--- config.mk ---
export PLATFORM = sky130hd
export DESIGN_NAME = aud_recorder
export DESIGN_NICKNAME = d
export VERILOG_FILES = /design/src/rtl/aud_rec_pkg.sv /design/src/rtl/aud_rec_deser.sv /design/src/rtl/aud_recorder.sv
export SDC_FILE = /design/constraint.sdc
export NUM_CORES = 1
export LEC_CHECK = 0
export ABC_AREA = 1
export CORE_MARGIN = 4
export CORE_UTILIZATION = 38
export DETAILED_ROUTE_END_ITERATION = 10
export HOLD_SLACK_MARGIN = 0.08
export SYNTH_ARGS = -nofsm -noshare
export SYNTH_HDL_FRONTEND = slang
export SYNTH_HIERARCHICAL = 1
export SYNTH_SLANG_ARGS = --single-unit
--- constraint.sdc ---
create_clock -name i_clk -period 5.48 [get_ports i_clk]
set_clock_uncertainty 0.1 [all_clocks]
set_input_delay 0.548 -clock i_clk [delete_from_list [all_inputs] [get_ports i_clk]]
set_output_delay 0.548 -clock i_clk [all_outputs]
set_load 0.02 [all_outputs]
--- src/rtl/aud_rec_pkg.sv ---
// Shared widths, address limit and recorder state encoding.
// Latency: n/a (definitions only).
// Backpressure: n/a.
package aud_rec_pkg;

   localparam int DATA_W = 16;
   localparam int ADDR_W = 20;
   localparam int CNT_W  = 4;

   localparam logic [ADDR_W-1:0] ADDR_MAX = 20'hFFFFF;

   typedef enum logic [2:0] {
      IDLE,
      WAIT,
      SKIP,
      RECV,
      PAUSE
   } state_t;

endpackage

--- src/rtl/aud_rec_deser.sv ---
// Left-channel deserialiser: LRC fall detect, one skip bit, 16-bit MSB-first shift.
// Latency: done/word combinational on the 16th sampling edge (18th edge after LRC low seen).
// Backpressure: none; abort drops any partial word, go arms fall detection.
module aud_rec_deser
   import aud_rec_pkg::*;
(
   input  logic              clk,
   input  logic              rst_n,
   input  logic              lrc,
   input  logic              data,
   input  logic              go,
   input  logic              abort,
   output logic              sync,
   output logic              done,
   output logic [DATA_W-1:0] word
);

   logic              lrc_d;
   logic              skip;
   logic              recv;
   logic [CNT_W-1:0]  cnt;
   logic [DATA_W-1:0] shift;

   // A fall only arms a capture while the controller is waiting for one.
   assign sync = go && lrc_d && !lrc && !abort;
   assign done = recv && (cnt == 4'd15) && !abort;
   assign word = {shift[DATA_W-2:0], data};

   // Previous LRC level, tracked continuously so the first WAIT cycle can see a fall.
   always_ff @(posedge clk or negedge rst_n) begin
      if (!rst_n) lrc_d <= 1'b0;
      else        lrc_d <= lrc;
   end

   // Capture sequencer: skip one bit after the fall, then shift 16 bits.
   always_ff @(posedge clk or negedge rst_n) begin
      if (!rst_n) begin
         skip  <= 1'b0;
         recv  <= 1'b0;
         cnt   <= '0;
         shift <= '0;
      end else if (abort) begin
         skip <= 1'b0;
         recv <= 1'b0;
         cnt  <= '0;
      end else if (sync) begin
         skip <= 1'b1;
      end else if (skip) begin
         skip <= 1'b0;
         recv <= 1'b1;
         cnt  <= '0;
      end else if (recv) begin
         shift <= word;
         cnt   <= cnt + 4'd1;
         if (cnt == 4'd15) recv <= 1'b0;
      end
   end

endmodule

--- src/rtl/aud_recorder.sv ---
// Recorder control: start/pause/stop FSM, SRAM write pointer, sample output register.
// Latency: sample visible 18 BCLK edges after the first edge seeing LRC low; start seen 1 cycle after assertion.
// Backpressure: none; AUD_REC_WRAP_EN wraps the pointer at 20'hFFFFF instead of stopping.
module aud_recorder
   import aud_rec_pkg::*;
(
   input  logic              i_clk,
   input  logic              i_rst_n,
   input  logic              i_lrc,
   input  logic              i_start,
   input  logic              i_pause,
   input  logic              i_stop,
   input  logic              i_data,
   output logic [ADDR_W-1:0] o_address,
   output logic [DATA_W-1:0] o_data
);

   state_t            state;
   state_t            state_nxt;
   logic [ADDR_W-1:0] wr_ptr;
   logic              active;
   logic              abort;
   logic              sync;
   logic              done;
   logic              wr_en;
   logic              clr_ptr;
   logic              stop_full;
   logic [DATA_W-1:0] word;

   assign active = (state == WAIT) || (state == SKIP) || (state == RECV);
   assign abort  = active && (i_stop || i_pause);
   // done already excludes stop/pause, so a command on the last bit drops the word.
   assign wr_en  = (state == RECV) && done;

`ifdef AUD_REC_WRAP_EN
   assign stop_full = 1'b0;
`else
   assign stop_full = (wr_ptr == ADDR_MAX);
`endif

   aud_rec_deser u_deser (
      .clk   (i_clk),
      .rst_n (i_rst_n),
      .lrc   (i_lrc),
      .data  (i_data),
      .go    (state == WAIT),
      .abort (abort),
      .sync  (sync),
      .done  (done),
      .word  (word)
   );

   // State register.
   always_ff @(posedge i_clk or negedge i_rst_n) begin
      if (!i_rst_n) state <= IDLE;
      else          state <= state_nxt;
   end

   // Next state: stop beats pause beats start.
   always_comb begin
      state_nxt = state;
      clr_ptr   = 1'b0;
      if (i_stop) begin
         state_nxt = IDLE;
      end else begin
         case (state)
            IDLE: begin
               if (!i_pause && i_start) begin
                  state_nxt = WAIT;
                  clr_ptr   = 1'b1;
               end
            end
            WAIT: begin
               if (i_pause)   state_nxt = PAUSE;
               else if (sync) state_nxt = SKIP;
            end
            SKIP: begin
               if (i_pause) state_nxt = PAUSE;
               else         state_nxt = RECV;
            end
            RECV: begin
               if (i_pause)   state_nxt = PAUSE;
               else if (done) state_nxt = stop_full ? IDLE : WAIT;
            end
            PAUSE: begin
               if (!i_pause && i_start) state_nxt = WAIT;
            end
            default: state_nxt = IDLE;
         endcase
      end
   end

   // Write pointer and published sample; the pointer wraps naturally when wrap is enabled.
   always_ff @(posedge i_clk or negedge i_rst_n) begin
      if (!i_rst_n) begin
         wr_ptr    <= '0;
         o_address <= '0;
         o_data    <= '0;
      end else if (clr_ptr) begin
         wr_ptr <= '0;
      end else if (wr_en) begin
         o_data    <= word;
         o_address <= wr_ptr;
         if (!stop_full) wr_ptr <= wr_ptr + 20'd1;
      end
   end

endmodule

==> results of run 1 <==
-- kinds of logic (layout without fill, tap and decap cells) --
family                     Yosys count  in the layout  synth area share
and+or+nand+nor                    284            284             0.325
DFF                                 81             81             0.517
buffers and inverters               53             92            0.0635
AOI/OAI and AO/OA                   45             45            0.0664
xor gates and xnor gates            10             10            0.0223
adders and majority gates            2              2           0.00638
-- metrics by stage --
stage	hold slack (ns)	power, W	setup slack [ns]
6_report	0.253	0.00133	1.99
3_3_place_gp	0.361	0.000977	1.74
2_1_floorplan	0.152	0.000931	3.35
4_1_cts	0.314	0.00135	1.94
3_5_place_dp	0.354	0.000988	1.57
5_1_grt	0.366	0.00142	1.55
-- cell usage in the layout (no fill, tap or decap), drive strengths merged --
cell,instances
buf,1
nor3,3
nand4,7
nor2,42
clkinv,4
clkdlybuf4s50,41
nand2,190
inv,37
ha,2
a21oi,4
xor2,10
a31oi,1
nand3,42
dfrtp,81
clkbuf,9
o21ai,40
-- layout make-up --
class,count,area (µm²),area share
Clock buffer,9,124,0.0273
Clock inverter,4,23.8,0.00523
Inverter,37,139,0.0306
Multi-Input combinational cell,341,1650,0.362
Sequential cell,81,2030,0.446
Tap cell,133,166,0.0366
Timing Repair Buffer,42,418,0.0920
-- where the power goes --
group	switching (W)	internal, W
sequential	0.0000701	0.000666
combinational	0.000160	0.0000793
clock	0.000203	0.000155
total	0.000433	0.000900
-- how the worst max path moves through the flow --
stage / cells after the start / to / start
detailed placement: 10 / wr_ptr[7]$_DFFE_PN0P_ / i_stop
floorplan: 12 / wr_ptr[11]$_DFFE_PN0P_ / i_stop
global route: 10 / wr_ptr[19]$_DFFE_PN0P_ / i_stop
CTS: 10 / wr_ptr[7]$_DFFE_PN0P_ / i_stop
finish: 10 / wr_ptr[7]$_DFFE_PN0P_ / i_stop
global placement: 10 / wr_ptr[2]$_DFFE_PN0P_ / i_stop
-- sequential cells by signal, indices dropped and copies added (netlist names) --
register and cells:
u_deser/lrc_d 1, u_deser/skip 1, wr_ptr 20, u_deser/cnt 4, state 3, o_address 20, u_deser/shift 15, u_deser/recv 1
o_data 16
-- layer usage --
metal  GRT usage  share of wire  wire length, µm  vias up
met4      0.0436          0.013              109        0
li1            -              -                -     1574
met5           0              0                0        -
met1       0.189           0.46             3770     1420
met3      0.0335          0.030              246       10
met2       0.239           0.49             3990       40
-- critical path: stages --
cell	delay, ns
clkdlybuf4s50_1	0.47
nor2_2	0.29
nor3_1	0.18
inv_2	0.11
nand2_4	0.07
nor2_1	0.23
nand4_4	0.60
nor2_1	0.87
nand3_1	0.19
o21ai_2	0.10
==> qor.yml, run 1 <==
layout:
  syn_to_final_growth_pct: 15.9
  nFillCells: 1002
  fin_util: 0.459
  nets: 521
  n_antenna_cell: 0
  fin_area_um2: 4540
  drive_gt1_frac: 0.0953
  instances_no_fill: 647
sta:
  finalCritPeriodShare: 0.637
  finalSetupViolCount: 0
  slew_headroom: 0.308
  fin_crit_ns: 3.49
  hold_violations: 0
  final_max_slew_viol_count: 0
  rsz0062_at_grt: "false"
  fmax_mhz: 286
  fin_tns_setup_ns: 0
  worst_pin_slew_ns: 1.04
power:
  vdd_drop_max_v: 0.000176
  power.density_nw_per_um2: 293
  power.leakage_nw: 2.16
drt:
  dr_total_vias: 3044
  drtPass1Iterations: 4
  drc_errors: 0
  drt_iter0_markers: 135
  routed_wl_mm: 8.11
  postRouteAntennaNets: 0
  post_drt_via_cell_ratio: 4.70
  avgRoutedWirePerCell_um: 12.5
placed_design:
  io_buffers: 42
  placed_cells: 634
  place_congestion: 0.857
  hpwl_mm: 5.49
  place_area_um2: 4400
clock_tree:
  postCtsSetupRepairBufs: 0
  cts.reportedPaths.clkPinSlew_ns: 0.08
  cts_root_buffer: "clkbuf_8"
  cts_buffers: 9
  cts.path.max_buffers: 2
  clock-sinks: 81
  ctsResizeCount: 0
  cts_tree: "done"
  ctsHoldBuffers: 0
  clk_latency_ns: 0.34
  h-tree-depth: 3
global_route:
  grt_pass1_wl_mm: 13.8
  grt_use_total: 0.145
  antenna_found_initial: 0
  grt_pass1_vias: 2945
  grt_overflow: 0
  grt_start_max_net_pins: 82
setup_path:
  reg2reg_to: "wr_ptr[7]$_DFFE_PN0P_"
  crit_path_end_kind: "flip-flop"
  startpoint_type: "input port"
  reg2regPathDepth: 9
  r2r_slack_ns: 2.31
  setup.worst_path.class: "input port to flip-flop"
  crit_path_max_fanout: 55
  cp_data_arrival_time_ns: 3.67
  r2r_start: "state[0]$_DFFE_PN0P_"
  required_ns: 5.66
synth:
  synth_area_leader_cell: "dfrtp_1"
  ys_ff_latch: 81
  yosysUniqueCellTypes: 26
  synth.avg_cell_area_um2: 8.26
  synth_edf_count: 0
  ys_seq_area_frac: 0.517
  syn_inst: 475
  post-synth-top-count-cell: "nand2_1"
  syn-cell-area_um2: 3920
  synth_common_cells: "181 x nand2_1, 81 x dfrtp_1, 40 x nand3_1"
  ys_warn_count: 6
  synth_top_area_frac: 0.517
  synth_fp_nets: 484
  synthFlopType: "dfrtp_1"
  ys_async_sr_fraction: 1.00
  synth_area_leaders: "dfrtp_1 52%, nand2_1 17%, nand3_1 5.1%, o21ai_0 3.4%, inv_1 3.2%"
hold_path:
  min_path_type: "input port to async pin"
outcome:
  status: "completed"
run:
  maxCapViolCount: 0
floorplanning:
  core_um2: 9910
  die_area_um2: 12000
  start_util: 0.396
  ios: 43
  rows: 36
  die_width_um: 110
  die_y_um: 110
(Power assumes the default switching activity.)
==> run 2, diff against run 1 <==
Clock period 5.48 ns to 2.9 ns, I/O delays scaled along.
==> run 2 against run 1 <==
Design area grew 1.7%. Largest cell class unchanged. Non-clock buffer count grew 5. First-iteration DRC count shrank 31%. Sequential power up 89%. Sequential share of layout area is 0.76 points lower. Die area unchanged. Register-to-register slack worse by 1.9 ns. Worst setup slack worse by 1.6 ns. Highest routed layer unchanged. Routed wire length shrank 0.15%. Flip-flop and latch count stayed put.
==> qor.yml, run 2 (synthesis results as in run 1) <==
layout:
  final_common_cell: "nand2_1"
  nets: 526  # +0.96%
  drive_gt1_frac: 0.107  # +0.0119
  syn_to_final_growth_pct: 17.9
  n_antenna_cell: 0  # unchanged
  final_cell_mix: "181 x nand2_1, 81 x dfrtp_1, 41 x clkdlybuf4s50_1"
  nFillCells: 1019  # +1.7%
  top_regs: "o_address (20), wr_ptr (20), o_data (16)"
drt:
  postRouteAntennaNets: 0  # unchanged
  dr_total_vias: 3095  # +1.7%
  post_drt_via_cell_ratio: 4.73  # +0.43%
  avgRoutedWirePerCell_um: 12.4  # -1.4%
  drtPass1Iterations: 5  # +1
  routed_wl_mm: 8.10  # -0.15%
  drc_errors: 0  # unchanged
  drt_iter0_markers: 93  # -31%
setup_path:
  crit_path_end_kind: "flip-flop"
  crit_top_cell: "nor2_1"
  path_cells: "nor2_4 > nor3_1 > inv_2 > nand2_4 > nor2_1 > nand4_4 > nor2_1 > nand3_1 > o21ai_2"
  r2r_start: "state[0]$_DFFE_PN0P_"
  required_ns: 3.09  # -2.57 ns
  crit_path_max_fanout: 12  # -78%
  crit_slowest_cell: "nor2_1"
  critPathTopFamily: "simple AND/OR/NAND/NOR gates"
  startpoint_type: "flip-flop"
  cp_num_buf_inv: 1  # -1
  cp_data_arrival_time_ns: 2.73  # -0.94 ns
  setup.worst_path.class: "flip-flop to flip-flop"
  reg2reg_to: "wr_ptr[2]$_DFFE_PN0P_"
  r2r_slack_ns: 0.37  # -1.94 ns
  reg2regPathDepth: 9  # unchanged
  max_stage_delay_ns: 0.72  # -0.15 ns
clock_tree:
  cts_buffers: 9  # unchanged
  cts_root_buffer: "clkbuf_8"
  clock-sinks: 81  # unchanged
  cts.reportedPaths.clkPinSlew_ns: 0.09  # about the same
  ctsHoldBuffers: 1  # +1
  cts.path.max_buffers: 2  # unchanged
  clk_latency_ns: 0.37  # +0.03 ns
  ctsResizeCount: 0  # unchanged
  cts_tree: "done"
  postCtsSetupRepairBufs: 0  # unchanged
  h-tree-depth: 3  # unchanged
power:
  power.density_nw_per_um2: 570  # +94%
  power.leakage_nw: 2.19  # +1.6%
  vdd_drop_max_v: 0.000260  # +48%
  power_w: 0.00263  # +98%
sta:
  timing.final.ws_setup_ns: 0.366  # -1.62 ns
  fin_tns_setup_ns: 0  # unchanged
  worst_pin_slew_ns: 1.02  # -0.0219 ns
  slew_headroom: 0.323  # +0.0146
  hold_violations: 0  # unchanged
  finalSetupViolCount: 0  # unchanged
  fmax_mhz: 395
  finalCritPeriodShare: 0.874
  final_max_slew_viol_count: 0  # unchanged
  rsz0062_at_grt: "false"
  fin_crit_ns: 2.53
floorplanning:
  ios: 43  # unchanged
  rows: 36  # unchanged
  die_area_um2: 12000  # unchanged
  die_y_um: 110  # unchanged
  die_width_um: 110  # unchanged
  start_util: 0.396  # unchanged
  core_um2: 9910  # unchanged
hold_path:
  hold_depth: 1
  hold_end: "u_deser/lrc_d$_DFF_PN0_"
  min_path_type: "input port to flip-flop"
  min-delay-start: "i_lrc"
global_route:
  grt_pass1_vias: 3185  # +8.1%
  antenna_found_initial: 0  # unchanged
  grt_start_max_net_pins: 82  # unchanged
  grt_overflow: 0  # unchanged
  grt_pass1_wl_mm: 14.4  # +4.4%
  grt_use_total: 0.152  # +0.00730
placed_design:
  post-place-ws_ns: 0.221  # -1.35 ns
  place_congestion: 0.915  # +6.7%
  io_buffers: 42  # unchanged
  hpwl_mm: 5.62  # +2.4%
run:
  maxCapViolCount: 0  # unchanged
outcome:
  status: "completed"
[run 2: changes by cell type in the layout (fill, tap and decap cells not counted), moves of 2 or more]
cell	change
clkinv_2	-3
buf_4	+4
clkinv_4	+2
inv_6	+2
[run 2: final cells by class]
| type | count | area, µm² | share of cell area |
|---|---|---|---|
| flip-flops and latches | 81 | 2030 | 0.438 |
| inverters | 37 | 139 | 0.0300 |
| multi-input cells | 341 | 1650 | 0.356 |
| clock buffers | 9 | 124 | 0.0268 |
| repair buffers | 47 | 458 | 0.0991 |
| clock inverters | 7 | 62.6 | 0.0135 |
| well taps | 133 | 166 | 0.0360 |
[run 2: worst max path at each step]
| stage | from | endpoint | slack (ns) | depth (start not counted) |
|---|---|---|---|---|
| 2_1_floorplan | state[0]$_DFFE_PN0P_ | wr_ptr[11]$_DFFE_PN0P_ | 0.86 | 12 |
| 3_3_place_gp | i_stop | wr_ptr[7]$_DFFE_PN0P_ | 0.27 | 10 |
| 3_5_place_dp | i_stop | wr_ptr[3]$_DFFE_PN0P_ | 0.22 | 10 |
| 4_1_cts | state[0]$_DFFE_PN0P_ | wr_ptr[4]$_DFFE_PN0P_ | 0.40 | 9 |
| 5_1_grt | state[0]$_DFFE_PN0P_ | wr_ptr[2]$_DFFE_PN0P_ | 0.11 | 9 |
| 6_report | state[0]$_DFFE_PN0P_ | wr_ptr[2]$_DFFE_PN0P_ | 0.37 | 9 |
[run 2: power by group]
part	total (W)	internal [W]	switching (W)
combinational	0.000454	0.000154	0.000301
clock	0.000787	0.000327	0.000460
sequential	0.00139	0.00126	0.000136
total	0.00263	0.00174	0.000896
[run 2: per-stage QoR]
step	std cells	hold slack, ns	util	cell area [µm²]
finish	655	0.348	0.467	4620
global route	655	0.332	0.467	4620
CTS	655	0.334	0.467	4620
floorplan	475	-0.106	-	3920
global placement	638	0.362	0.447	4430
detailed placement	638	0.364	0.447	4430
[run 2: metal layers]
layer  track usage  share of wire
met1         0.191           0.47
met4        0.0668          0.016
met2         0.253           0.48
met3        0.0305          0.031
met5             0              0
